**config.mk**
```make
export PLATFORM = sky130hd
export DESIGN_NAME = cnt_gen_nms_prog
export DESIGN_NICKNAME = d
export VERILOG_FILES = /design/src/rtl/cnt_gen_nms_prog.sv
export SDC_FILE = /design/constraint.sdc
export NUM_CORES = 1
export LEC_CHECK = 0
export ABC_AREA = 1
export BUFFER_PORTS_ARGS = -buffer_cell sky130_fd_sc_hd__buf_2
export CORE_ASPECT_RATIO = 0.75
export CORE_UTILIZATION = 53
export DETAILED_ROUTE_END_ITERATION = 8
export HOLD_SLACK_MARGIN = 0.12
export PLACE_DENSITY = 0.77
export SYNTH_ARGS = -nofsm -noshare
export SYNTH_HDL_FRONTEND = slang
export SYNTH_SLANG_ARGS = --single-unit
```
**constraint.sdc**
```tcl
create_clock -name clk -period 2.1 [get_ports clk]
set_input_delay 0.105 -clock clk [delete_from_list [all_inputs] [get_ports clk]]
set_output_delay 0.105 -clock clk [all_outputs]
set_load 0.03 [all_outputs]
```
**src/rtl/cnt_gen_nms_prog.sv**
```systemverilog
// Programmable N-ms tick generator driving a loadable modulo up/down counter.
// A 1 ms prescaler steps a period divider whose length is re-latched only at period end.
module cnt_gen_nms_prog #(
    parameter int CLK_PER_MS = 50000,
    parameter int PW         = 10,
    parameter int CW         = 10
) (
    input  logic          clk,
    input  logic          clr,
    input  logic          ce,
    input  logic [PW-1:0] period,
    input  logic          up,
    input  logic          load,
    input  logic [CW-1:0] din,
    input  logic [CW-1:0] modulus,
    output logic [CW-1:0] q,
    output logic          tick,
    output logic          tc,
    output logic          ceo
);
    localparam int PRE_W = $clog2(CLK_PER_MS);
    // Wide enough for both the 1000 ms default and any programmed period.
    localparam int PC_W  = (PW + 1 > 10) ? PW + 1 : 10;
    localparam logic [PRE_W-1:0] PRE_LAST   = PRE_W'(CLK_PER_MS - 1);
    localparam logic [PC_W-1:0]  ONE_S_LAST = PC_W'(999);

    logic [PRE_W-1:0] pre_q, pre_d;
    logic [PC_W-1:0]  pc_q, pc_d;
    logic [PC_W-1:0]  len_last;
    logic [PW-1:0]    per_q, per_d;
    logic             tick_q, tick_d;
    logic [CW-1:0]    cnt_q, cnt_d;
    logic             ceo_q, ceo_d;
    logic             ms_p;
    logic             per_end;

    assign ms_p     = ce && (pre_q == PRE_LAST);
    assign len_last = (per_q == '0) ? ONE_S_LAST : (PC_W'(per_q) - PC_W'(1));
    assign per_end  = ms_p && (pc_q == len_last);

    always_comb begin
        pre_d  = pre_q;
        pc_d   = pc_q;
        per_d  = per_q;
        tick_d = 1'b0;
        if (ms_p) begin
            pre_d = '0;
        end else if (ce) begin
            pre_d = pre_q + PRE_W'(1);
        end
        if (per_end) begin
            pc_d   = '0;
            tick_d = 1'b1;
            per_d  = period;
        end else if (ms_p) begin
            pc_d = pc_q + PC_W'(1);
        end
    end

    // A load wins over a coincident tick; out-of-range values are pulled back to modulus.
    always_comb begin
        cnt_d = cnt_q;
        ceo_d = 1'b0;
        if (load) begin
            cnt_d = (din > modulus) ? modulus : din;
        end else if (tick_q) begin
            if (up) begin
                if (cnt_q >= modulus) begin
                    cnt_d = '0;
                    ceo_d = 1'b1;
                end else begin
                    cnt_d = cnt_q + CW'(1);
                end
            end else begin
                if (cnt_q == '0) begin
                    cnt_d = modulus;
                    ceo_d = 1'b1;
                end else if (cnt_q > modulus) begin
                    cnt_d = modulus;
                end else begin
                    cnt_d = cnt_q - CW'(1);
                end
            end
        end
    end

    always_ff @(posedge clk) begin
        if (!clr) begin
            pre_q  <= '0;
            pc_q   <= '0;
            per_q  <= period;
            tick_q <= 1'b0;
            cnt_q  <= '0;
            ceo_q  <= 1'b0;
        end else begin
            pre_q  <= pre_d;
            pc_q   <= pc_d;
            per_q  <= per_d;
            tick_q <= tick_d;
            cnt_q  <= cnt_d;
            ceo_q  <= ceo_d;
        end
    end

    assign q    = cnt_q;
    assign tick = tick_q;
    assign ceo  = ceo_q;
    assign tc   = up ? (cnt_q == modulus) : (cnt_q == '0);

endmodule

```
==> flow_summary.ini, run 1 <==
[status]
outcome = finished with violations
violations = setup timing

[logic_synthesis]
netlist_area_mm2 = 0.00384
synthMuxAreaShare = 0
synth-simple-area-share = 0.382
yosys-top-cells-count = nand2_1, inv_1, nor2_1
synth_cell_types = 37
ys_seq_elements = 49
ys_top_cells_by_area = dfxtp_1, nand2_1, ha_1
ys_dominant_reg_cell = dfxtp_1
synth_xor_area_frac = 0.0502
synth_fa_ha_area_frac = 0.0848
yosysSeqAreaShare = 0.282
synth_warnings = 0
synth_top_family_by_area = simple AND/OR/NAND/NOR gates
syn_inst = 589
synth_edf_count = 10
synth_compound_area_frac = 0.105
yosys.area.top_type = dfxtp_1
synth_top_area_share = 0.203
async_reset_ff_frac = 0
synth.most_common_cell = nand2_1
synth.avg_cell_area_um2 = 6.52
syn-num-nets = 650

[sta]
fin_skew_ps = 11.2
worst-slew-pin-transition_ps = 398
max_freq_mhz = 459
rsz0062_at_grt = true
fin_crit_sh = 1.04
period_minus_slack_ps = 2180
slew_headroom = 0.732
hold_viol = 0
drv_slew = 0
final-setup-viol-count = 21
setup_slack_ps = -77.7

[floorplan]
ioPinCount = 48
start_util = 0.556
dieArea_mm2 = 0.00759
dieHeight_um = 75.7
fp-row-count = 26
die_w_um = 100
coreArea_mm2 = 0.00690

[setup_path]
r2r_cells = 12
critPathMostFrequentCell = nand2_1
crit_path_cell_trace = inv_2 -> ha_4 -> nand2_1 -> o21ai_0 -> nand3_1 -> nand2_1 -> nand2_1 -> inv_1 -> nand2_1 -> nor2_2 -> nand2_4 -> nand2_8
cp_max_fo = 6
crit_slowest_cell = edfxtp_1
worstPathArrival_ps = 2210
worstSetupEndpointType = flip-flop
crit_type = reg2reg
critPathRequiredTime_ps = 2130
slowest_delay_ps = 440
worst_setup_path_start_kind = flip-flop

[grt]
grt_pass1_wl_um = 16800
grt_pass1_vias = 3670
grt_max_degree = 17
grt_overflow = 0
grt_use_total = 0.285
grt_antenna_before_repair = 0

[detailed_routing]
route.detailed.drc = 0
wl_um = 11000
vias = 4227
drt-pass1-iter-count = 6
postRouteAntennaNets = 0
drtIter0Drc = 312
wl_per_cell_um = 14.0
viasPerCell = 5.39

[clock_tree]
cts.sinks = 49
path_clk_slew_ps = 90
cts_max_level = 2
root_buffer = clkbuf_8
cts_buffer_depth = 2
cts_tree = yes
clkLatencyLatePin_ps = 310
cts_buffers = 5

[job]
cap_violations = 0

[cells_and_area]
diodes = 0
drive_gt1_frac = 0.213
multi_input_area_mm2 = 0.00254
nets = 746
design_area_mm2 = 0.00481
area_delta_synth_final_pct = 25.3
ff_latch_area_mm2 = 0.00108
fillers = 578

[pwr]
vdd_ir_drop_max_v = 0.000313
p_leak_nw = 2.28
power_density_mw_per_mm2 = 514

[worst_hold_path]
hp-class = in2reg
hold_path_depth = 3

[placement]
place_area_mm2 = 0.00433
pre_cts_ws_ps = -43.2
gp_congestion = 0.919
io_buffers = 47
hpwl_um = 8070
==> state kept, by name, indices dropped and copies added, names as in the netlist <==
name   cells
ceo        1
pc_q      11
per_q     10
pre_q     16
q         10
tick       1
==> through the flow <==
step,std cells,utilization,total power [mW],TNS [ps],hold WS (ps)
2_1_floorplan,589,-,1.50,0,194
3_3_place_gp,750,0.628,1.71,-114,283
3_5_place_dp,750,0.628,1.73,-303,284
4_1_cts,772,0.665,2.39,0,122
5_1_grt,784,0.697,2.60,-3470,155
6_report,784,0.697,2.47,-1270,115
==> critical path: cells and delay by family, from the launching register on <==
family | cells | cell delay, ps
AND/OR/NAND/NOR | 8 | 840
flip-flops | 1 | 440
AO/OA/AOI/OAI | 1 | 250
buffers and inverters | 2 | 210
adder cells (fa/ha/maj) | 1 | 170
==> area by class of cell <==
class,count,share of cell area
clock inverters,1,0.00104
clock buffers,7,0.0203
multi-input cells,451,0.528
flip-flops and latches,49,0.225
inverters,80,0.0625
well taps,98,0.0255
repair buffers,98,0.137
==> power breakdown <==
group          switching (mW)  internal, mW
Sequential             0.0334         0.997
Clock                   0.336         0.307
Combinational           0.477         0.320
Total                   0.846          1.62
==> per-layer routing <==
| layer | up-vias | part of all wire | track usage |
|---|---|---|---|
| met5 | - | 0 | 0 |
| met4 | 0 | 0.014 | 0.0757 |
| met3 | 17 | 0.086 | 0.0450 |
| met2 | 186 | 0.45 | 0.467 |
| met1 | 1916 | 0.45 | 0.395 |
| li1 | 2108 | - | - |
==> worst paths after layout <==
check | from | end | slack [ps]
max | per_q[0] | per_q[0] | -80
min | modulus[8] | q[8] | 110
max reg2reg | per_q[0] | per_q[0] | -80
min reg2reg | pre_q[8] | pre_q[8] | 490
==> kinds of logic (layout without fill, tap and decap cells) <==
logic type	Yosys count	count (layout)
compound gates	77	77
xor+xnor	22	22
fa+ha+maj	26	26
buf+inv	91	186
flops	49	49
simple gates	324	326
==> layout by cell type (no fill, tap or decap), types with 3 or more instances in the layout <==
cell type      synthesis  layout
nand2_1              138     136
inv_1                 79      75
nor2_1                72      67
nand3_1               56      54
buf_2                  2      47
a21oi_1               40      40
dfxtp_1               39      38
buf_4                  0      36
o21ai_0               27      26
ha_1                  26      23
xor2_1                17      17
nor2_2                13      14
nand4_1               13      13
dlygate4sd3_1          0      11
edfxtp_1              10      10
nor3_1                10       9
nand3_2                5       6
nor2_4                 2       6
inv_2                  1       5
nand2_2                3       5
xnor2_1                5       5
clkbuf_8               0       5
nor4_1                 3       3
==> repair_timing <==
action                     in CTS  in global routing
setup endpoints to repair      22                 32
cloned                          0                  3
setup buffers                   3                  9
hold buffers                   11                  0
pin swaps                       2                  9
hold endpoints to repair       12                  0
gates resized for setup         3                 35
No activity file was read; power rests on OpenSTA's default activity.
==> run 2: changes to the inputs <==
Settings changed: CELL_PAD_IN_SITES_DETAIL_PLACEMENT set to 1, CELL_PAD_IN_SITES_GLOBAL_PLACEMENT set to 2, CORE_UTILIZATION 53 to 29, PLACE_DENSITY 0.77 to unset, PLACE_DENSITY_LB_ADDON set to 0.1.
==> run 2 against run 1 <==
- clock skew fell by 6.1 ps
- sequential cell count stayed put
- largest power group unchanged
- highest routed layer unchanged
- die area rose by 81%
- the run still ends with setup timing left
==> flow_summary.ini, run 2 (synthesis results as in run 1) <==
[clock_tree]
clkLatencyLatePin_ps = 300
cts_tree = yes
path_clk_slew_ps = 70
cts_max_level = 2
cts_buffers = 5
root_buffer = clkbuf_16
cts_buffer_depth = 2
cts.sinks = 49

[floorplan]
fp-row-count = 35
die_w_um = 135
start_util = 0.305
coreArea_mm2 = 0.0126
dieHeight_um = 102
dieArea_mm2 = 0.0137
ioPinCount = 48

[cells_and_area]
fillers = 1620
largest_register_ffs = 16
largest-register = pre_q
final_util = 0.415
reg_top3 = pre_q: 16 flops, pc_q: 11 flops
area_delta_synth_final_pct = 35.8
drive_gt1_frac = 0.264
layout_common_cells = nand2_1, inv_1, buf_4
diodes = 0
nets = 773
final_common_cell = nand2_1

[grt]
grt_max_degree = 18
grt_use_total = 0.198
grt_pass1_vias = 4184
grt_overflow = 0
grt_pass1_wl_um = 21100
grt_antenna_before_repair = 0

[sta]
fin_skew_ps = 5.13
hold_viol = 0
drv_slew = 0
slew_headroom = 0.631
rsz0062_at_grt = true
setup_tns_ps = -872
worst-slew-pin-transition_ps = 552
max_freq_mhz = 460
period_minus_slack_ps = 2170
setup_slack_ps = -74.5
fin_crit_sh = 1.04
fin_hold_ws_ps = 161
final-setup-viol-count = 20

[detailed_routing]
wl_per_cell_um = 14.7
wl_um = 12900
drtIter0Drc = 142
drt-pass1-iter-count = 4
viasPerCell = 4.75
postRouteAntennaNets = 0
vias = 4175
route.detailed.drc = 0

[setup_path]
cp_max_fo = 7
crit_type = reg2reg
cp_num_buf_inv = 3
worst_setup_path_start_kind = flip-flop
worstPathArrival_ps = 2190
slowest_delay_ps = 410
critPathRequiredTime_ps = 2120
critical-path-top-delay-family = simple AND/OR/NAND/NOR gates
crit_slowest_cell = edfxtp_1
worstSetupEndpointType = flip-flop
crit_path_cell_trace = inv_2 -> buf_12 -> ha_4 -> nor2_1 -> nor2_1 -> nand2_1 -> nand2_1 -> nand3_1 -> nor2_1 -> nand2_1 -> nor2_2 -> nand2_2 -> nand2_8 -> buf_8

[job]
cap_violations = 0

[status]
outcome = finished with violations
violations = setup timing

[worst_hold_path]
hp-class = in2reg

[placement]
io_buffers = 47
hpwl_um = 10300
gp_congestion = 0.830

[pwr]
p_leak_nw = 2.44
vdd_ir_drop_max_v = 0.000325
power_density_mw_per_mm2 = 526
[run 2: stage by stage]
stage | power (mW) | area, um2 | instances | setup slack, ps
after floorplan | 1.50 | 3840 | 589 | 30.2
after global placement | 1.77 | 4570 | 838 | -84.6
after detailed placement | 1.79 | 4570 | 838 | -185
after CTS | 2.74 | 5090 | 873 | -59.6
after global routing | 2.92 | 5210 | 879 | -215
final | 2.74 | 5210 | 879 | -74.5
[run 2: path summary, 6_finish.rpt]
kind,start,end,slack (ps),depth (start not counted)
worst min register to register,pre_q[15],pre_q[15],490,2
worst max register to register,per_q[0],per_q[1],-70,14
worst max-delay path,per_q[0],per_q[1],-70,14
worst min-delay path,modulus[8],q[8],160,3
[run 2: tightest hold or removal path, stage by stage]
cell     delay (ps)
buf_2           100
o21ai_0          80
a21oi_1         130
[run 2: where the power goes]
part           internal [mW]  total [mW]  switching, mW
Combinational          0.352       0.856          0.503
Sequential             0.998        1.03         0.0288
Clock                  0.452       0.859          0.408
Total                   1.80        2.74          0.940
[run 2: timing repair]
action                                 in CTS  in global routing
pin swaps                                   9                 13
gates resized for setup                    30                 27
endpoints found under the hold margin      12                  0
hold buffers                               11                  0
setup endpoints to repair                  22                 31
gates cloned                                0                  1
setup buffers                              17                  5
[run 2: per-layer routing]
layer | global-route usage | share of wire | vias up
met1 | 0.300 | 0.54 | 1952
met3 | 0.0270 | 0.037 | 6
met5 | 0 | 0 | -
li1 | - | - | 2156
met4 | 0.0363 | 0.0064 | 0
met2 | 0.297 | 0.42 | 61
[run 2: layout make-up]
class                      count  area [um2]  area share
clock buffer                   5         125      0.0240
clock inverter                 3        25.0     0.00480
inverter                      80         303      0.0581
multi-input combinational    449        2560       0.491
sequential                    49        1080       0.208
tap                          166         208      0.0398
timing repair buffer         127         911       0.175
